**src/rtl/comparator_bist.sv**
```systemverilog
// Exhaustive on-chip self-test for a WIDTH-bit magnitude comparator: sweeps every
// {A,B} pair, checks G/E/L against the unsigned relation, counts and logs failures.
module comparator_bist #(
  parameter int WIDTH  = 4,
  parameter int SETTLE = 1
) (
  input  logic               clk,
  input  logic               rst,
  input  logic               start,
  output logic [WIDTH-1:0]   A,
  output logic [WIDTH-1:0]   B,
  input  logic               G,
  input  logic               E,
  input  logic               L,
  output logic               busy,
  output logic               done,
  output logic               pass,
  output logic [2*WIDTH:0]   err_count,
  output logic [WIDTH-1:0]   fail_a,
  output logic [WIDTH-1:0]   fail_b
);

  localparam int CW = 2 * WIDTH;
  localparam int WW = (SETTLE > 1) ? $clog2(SETTLE) : 1;

  typedef enum logic [2:0] {S_IDLE, S_DRIVE, S_WAIT, S_CHECK, S_DONE} state_t;

  state_t             state_q, state_d;
  logic [CW-1:0]      cnt_q, cnt_d;
  logic [WIDTH-1:0]   a_q, a_d, b_q, b_d;
  logic [WIDTH-1:0]   fa_q, fa_d, fb_q, fb_d;
  logic [WW-1:0]      wcnt_q, wcnt_d;
  logic [CW:0]        err_q, err_d;
  logic               busy_q, busy_d, done_q, done_d, pass_q, pass_d;
  logic [2:0]         exp_gel;
  logic               mismatch;

  always_comb begin
    state_d = state_q;
    cnt_d   = cnt_q;
    a_d     = a_q;
    b_d     = b_q;
    fa_d    = fa_q;
    fb_d    = fb_q;
    wcnt_d  = wcnt_q;
    err_d   = err_q;
    busy_d  = busy_q;
    done_d  = done_q;
    pass_d  = pass_q;
    // Expected response is taken from the operands actually driven, not from cnt
    exp_gel  = {a_q > b_q, a_q == b_q, a_q < b_q};
    mismatch = ({G, E, L} != exp_gel);

    case (state_q)
      S_IDLE, S_DONE: begin
        if (start) begin
          cnt_d   = '0;
          err_d   = '0;
          fa_d    = '0;
          fb_d    = '0;
          pass_d  = 1'b0;
          busy_d  = 1'b1;
          done_d  = 1'b0;
          state_d = S_DRIVE;
        end
      end
      S_DRIVE: begin
        a_d     = cnt_q[CW-1:WIDTH];
        b_d     = cnt_q[WIDTH-1:0];
        wcnt_d  = '0;
        state_d = (SETTLE > 0) ? S_WAIT : S_CHECK;
      end
      S_WAIT: begin
        if (wcnt_q == WW'(SETTLE - 1)) state_d = S_CHECK;
        else                           wcnt_d  = wcnt_q + 1'b1;
      end
      S_CHECK: begin
        if (mismatch) begin
          if (err_q != '1) err_d = err_q + 1'b1;
          if (err_q == '0) begin
            fa_d = a_q;
            fb_d = b_q;
          end
        end
        if (&cnt_q) begin
          busy_d  = 1'b0;
          done_d  = 1'b1;
          pass_d  = (err_d == '0);
          state_d = S_DONE;
        end else begin
          cnt_d   = cnt_q + 1'b1;
          state_d = S_DRIVE;
        end
      end
      default: state_d = S_IDLE;
    endcase
  end

  always_ff @(posedge clk) begin
    if (rst) begin
      state_q <= S_IDLE;
      cnt_q   <= '0;
      a_q     <= '0;
      b_q     <= '0;
      fa_q    <= '0;
      fb_q    <= '0;
      wcnt_q  <= '0;
      err_q   <= '0;
      busy_q  <= 1'b0;
      done_q  <= 1'b0;
      pass_q  <= 1'b0;
    end else begin
      state_q <= state_d;
      cnt_q   <= cnt_d;
      a_q     <= a_d;
      b_q     <= b_d;
      fa_q    <= fa_d;
      fb_q    <= fb_d;
      wcnt_q  <= wcnt_d;
      err_q   <= err_d;
      busy_q  <= busy_d;
      done_q  <= done_d;
      pass_q  <= pass_d;
    end
  end

  assign A         = a_q;
  assign B         = b_q;
  assign fail_a    = fa_q;
  assign fail_b    = fb_q;
  assign err_count = err_q;
  assign busy      = busy_q;
  assign done      = done_q;
  assign pass      = pass_q;

endmodule

```
**config.mk**
```make
export PLATFORM = sky130hd
export DESIGN_NAME = comparator_bist
export DESIGN_NICKNAME = d
export VERILOG_FILES = /design/src/rtl/comparator_bist.sv
export SDC_FILE = /design/constraint.sdc
export NUM_CORES = 1
export LEC_CHECK = 0
export CORE_MARGIN = 2
export CORE_UTILIZATION = 56
export CTS_CLUSTER_DIAMETER = 100
export DETAILED_ROUTE_END_ITERATION = 8
export PLACE_DENSITY_LB_ADDON = 0.2
export REMOVE_ABC_BUFFERS = 1
export SLEW_MARGIN = 20
export SYNTH_ARGS = -nofsm -noshare
export SYNTH_HDL_FRONTEND = slang
export SYNTH_SLANG_ARGS = --single-unit
export TNS_END_PERCENT = 10
```
**constraint.sdc**
```tcl
create_clock -name clk -period 4.19 [get_ports clk]
set_input_delay 0.419 -clock clk [delete_from_list [all_inputs] [get_ports clk]]
set_output_delay 0.419 -clock clk [all_outputs]
set_load 0.05 [all_outputs]
```
Word-level counts from Yosys, hierarchy flattened
Cells that the tools add are included.

cells by class
  reductions and logical operators = 12
  multiplexer cells = 29
  $lt $le $gt $ge = 2
  equal/unequal tests = 13
  $add $sub $neg = 3

operators with widths
  cell                                           count
  2-to-1 mux 9 bit                               4
  2-to-1 mux 4 bit                               5
  zero test 9 bit                                2
  case mux 9 bit (2 select lines)                1
  2-to-1 mux 8 bit                               2
  case mux 4 bit (2 select lines)                2
  case mux 8 bit (2 select lines)                1
  != test 2 bit, second input constant           6
  case mux 3 bit (4 select lines)                1
  adder 9 x 1 -> 9 bit, second input constant    1
  2-to-1 mux 3 bit                               3
  != test 9 bit, second input constant           1
  adder 8 x 1 -> 8 bit, second input constant    1
  case mux 1 bit (2 select lines)                4
  AND reduction 8 bit                            1
  == test 3 x 2 -> 1 bit, second input constant  2
  2-to-1 mux 1 bit                               6
  AND reduction 3 bit                            2
  == test 4 bit                                  1
  > comparator 4 bit                             1
  < comparator 4 bit                             1
  AND reduction 2 bit                            2
  AND reduction 4 bit                            1
  nonzero test 2 bit                             2
  6 further kinds                                6

storage, ports and cells
  bits of input ports = 6
  flip-flop bits (word level) = 40
  word-level logic and storage cells = 70
  output and inout port bits = 28

Depth between registers and ports, before layout
  word-level depth = 7
  mapped depth = 10
  depth with buffers taken out = 9

Least setup slack after synthesis
OpenSTA, ideal clock, no wires.

  path kind = register to register
  start = register b_q[3] (netlist: B[3])
  end = register err_q[7] (netlist: err_count[7])
  cell stages (with the launch flop) = 10
  path slack = 1466 ps
  arrival time = 2653 ps
  setup time = 70 ps
  data required time = 4120 ps
  path through = dfxtp_1 inv_1 ha_1 nand4_1 or4b_4 a21oi_4 a2111oi_4 and3_1 or3_1 a21oi_1

between the ends
  word-level cells in the longest chain between the ends = 5
  elaborated cells between the ends (all ways) = 7

RTL lines
  what                                        line  source
  from (decl)                                 30    logic [WIDTH-1:0] a_q, a_d, b_q, b_d;
  from (signal assigned)                      104   b_q <= '0;
  from (signal assigned)                      116   b_q <= b_d;
  < comparator 4 bit (tied with other cells)  51    exp_gel = {a_q > b_q, a_q == b_q, a_q < b_q};
  != test 3 bit *                             52    mismatch = ({G, E, L} != exp_gel);
  2-to-1 mux 9 bit *                          78    if (mismatch) begin
  2-to-1 mux 9 bit *                          54    case (state_q)
  case mux 9 bit (2 select lines) *           54
  to (signal assigned)                        120   err_q <= err_d;
  to (decl)                                   33    logic [CW:0] err_q, err_d;

Every way passes the cells marked *; elsewhere a longest branch is shown, timed or not. The select of a mux whose other input is x is not followed.
A chain may end at the register's enable or synchronous reset.

Worst setup path after layout
  start = register b_q[3] (netlist: B[3])
  end = register err_q[3] (netlist: err_count[3])

Same word-level chain as after synthesis.

==> metrics.md <==
| Metric | Value |
|---|---|
| Status | `finished, final reports clean` |
| Worst hold path class | `flip-flop to flip-flop` |
| #FFs+latches synth | `39` |
| Clk_skew | `0.009439 ns` |
| Die ar. | `0.004062 mm^2` |
| CP startpoint kind | `flip-flop` |
| WHS | `around 0.46 ns` |
| Postcts setup bufs | `0` |
| Starting DRC count in detailed routing | `a little under 80` |
| Finished Cell Area | `approximately 0.0024 mm^2` |
| Placed instance count | `303` |
| Final setup margin | `roughly 1.4 ns` |
| Count leader, synth | `dfxtp_1` |
| Sequential share of the synthesized area | `0.3907` |
| Cells after synthesis | `233` |
| YS warnings | `0` |
| Ys async rst share | `0` |
| Synth top cells by count | `dfxtp_1 (39), nor2_1 (28), a21oi_1 (25)` |
| Netlist cell types | `51` |
| WHS Endpoint | `fail_a[0]` |
| Syn avg cell area | `8.576 um^2` |
| EDFF count, synth | `0` |
| Fill count | `255` |
| Crit. Startpoint | `B[3]` |
| Antenna cell count | `0` |
| CTS Buffer Depth | `2` |
| # rows | `21` |
| Met1 wire length | `2178 um` |
| Max Cap Viol | `0` |
| Met2 WL | `2036 um` |
| Avg Vias per Cell | `a little under 6` |
| Layout cells sized above 1 | `0.07925` |
| Clock Sinks | `39` |
| Depth of the worst hold-timing path | `2` |
| Worst-Skew Late Latency | `roughly 0.34 ns` |
| Slew Limit Headroom | `0.4896` |
| RSZ-0062 raised after global routing | `false` |
| Hold Buf Count CTS | `0` |
| DR pass1 iterations | `4` |
| Largest net degree at the start of global routing | `24` |
| CP max stage cell | `a2111oi_4` |
| Routed WL per cell | `14.41 um` |
| CP Capture Type | `flip-flop` |
| GRT overflow | `0` |
| CTS root buf | `clkbuf_4` |
| Drt total wl | `4483 um` |
| Worst-path fanout max | `15` |
| Critical path class | `flip-flop to flip-flop` |
| Number of setup violations in the final report | `0` |
| Dominant synthesized flop cell | `dfxtp_1` |
| Die height | `63.74 um` |
| Reg2reg start | `B[3]` |
| Pre-CTS setup slack | `around 1.5 ns` |
| Worst-Margin Slew | `0.7656 ns` |
| WP data arrival | `~3.0 ns` |
| Placed inst area | `0.002347 mm^2` |
| HPWL Detailed | `3123 um` |
| DR top layer | `met4` |
| Post-DRT Antenna Nets | `0` |
| Crit-path cells | `inv_1 -> ha_1 -> nand4_1 -> xor2_1 -> and4_4 -> a2111oi_4 -> and2_2 -> a21oi_1 -> a311oi_1` |
| Final Hold Viols | `0` |
| Non-Filler Instances | `311` |
| I/O Buffers | `33` |
| Routed vias | `1,798` |
| First-pass GRT wire length | `7417 um` |
| Yosys top cell area share | `0.3907` |
| Area of the core | `0.003390 mm^2` |
| Register Area | `780.7 um^2` |
| Clock-pin slew on the worst setup and hold paths | `0.12 ns` |
| GPL Wtd Cong | `approximately 0.85` |
| Nets@finish | `about 280` |
| Multi-input logic area | `0.001141 mm^2` |
| Min Clock Period, post-route | `2.771 ns` |
| All-layer global routing usage | `0.2276` |
| I/O pins | `34` |
| HP Start | `fail_a[0]` |
| Met3 WL | `216 um` |
| Vias in the first global route | `1,611` |
| Dominant cell type by area after synthesis | `dfxtp_1` |
| Num CTS Buffers | `5` |
| Fmax | `0.3609 GHz` |
| Flop-to-flop setup slack | `1.42 ns` |
| Final Max Tran Viols | `0` |
| Area contributors post-synth | `dfxtp_1 (39%), a21oi_1 (6.3%), nor2_1 (5.3%)` |
| Synthesis-to-finish area growth | `22.54%` |
| Pleak | `0.8540 nW` |
| Die span in x | `63.74 um` |
| Reg2Reg Depth | `9` |
| Remaining DRCs | `0` |
| Worst reg2reg path endpoint | `err_count[3]` |
| Initial Util | `0.5895` |
| Number of H-tree levels | `2` |
| Post-CTS sizing | `0` |
| Initial antenna violation count | `0` |
| Setup TNS | `0 ns` |
| CTS tree | `yes` |
| Worst Path Required | `4.44 ns` |
| Max IR drop VDD | `around 270 uV` |
| Synthesized cell area | `0.001998 mm^2` |
| Biggest cell delay along the critical path | `just under 0.7 ns` |
| Post-route clock period utilization | `0.6614` |
| Power per cell area | `321.6 mW/mm^2` |
layer usage:
metal / up-vias / track usage
met4: 0 / 0.06522
met2: 48 / 0.3750
met1: 837 / 0.3084
met3: 7 / 0.03697
met5: - / 0
li1: 906 / -
sequential cells by signal (all words and copies together), names as in the netlist:
signal and flops:
cnt_q 8, state_q 3, busy 1, pass 1
done 1, B 4, err_count 9, fail_b 4
fail_a 4, A 4
worst max path at each step:
stage              endpoint  slack (ns)  depth (start not counted)
3_3_place_gp   err_count[5]        1.56                          8
3_5_place_dp   err_count[3]        1.48                          9
6_report       err_count[3]        1.42                          9
2_1_floorplan  err_count[3]        1.42                          9
5_1_grt        err_count[5]        1.25                          9
4_1_cts                pass        1.45                          9
cells by family after synthesis:
group,count (synthesis),synth area share
muxes,6,0.03068
adders and majority gates,7,0.04383
DFF,39,0.3907
buffers and inverters,17,0.03820
AOI/OAI and AO/OA,53,0.1879
and+or+nand+nor,103,0.2736
xor gates and xnor gates,8,0.03507
cells in the final DEF, fill, tap and decap left out, types with 2 or more instances in the layout:
cell type        instances
dfxtp_1                 39
clkdlybuf4s50_1         33
nor2_1                  28
a21oi_1                 25
nand2_1                 23
nand3_1                  7
o21ai_0                  7
or3_1                    7
ha_1                     7
inv_1                    6
nand4_1                  6
xor2_1                   6
nand3b_1                 6
a22o_1                   5
and3_1                   5
mux2i_1                  5
clkbuf_4                 5
nor3_1                   3
nor2b_1                  3
a211oi_1                 3
nor4_1                   2
xnor2_1                  2
and4_1                   2
bufinv_16                2
buf_4                    2
critical path: cells and delay by family, from the launching register on:
| kind | cells | cell delay, ns |
|---|---|---|
| simple gates | 3 | 0.71 |
| compound gates | 3 | 1.00 |
| fa+ha+maj | 1 | 0.34 |
| xor+xnor | 1 | 0.19 |
| flops | 1 | 0.38 |
| buf+inv | 1 | 0.07 |
where the power goes:
group	internal, mW	switching (mW)	total (mW)
Sequential	0.377	0.00787	0.384
Combinational	0.0332	0.0610	0.0942
Clock	0.186	0.123	0.309
Total	0.596	0.191	0.787
stage by stage:
stage	power, mW	util
after global routing	0.8138	0.7224
after global placement	0.4829	0.6925
final	0.7874	0.7224
after detailed placement	0.4844	0.6925
after floorplan	0.4519	-
after CTS	0.7903	0.7224
area by class of cell:
class                   instances  area share
repair buffers                 35      0.1410
flip-flops and latches         39      0.3189
inverters                       6    0.009198
multi-input cells             177      0.4660
well taps                      46     0.02351
clock buffers                   6     0.01686
clock inverters                 2     0.02453
(Power assumes the default switching activity.)
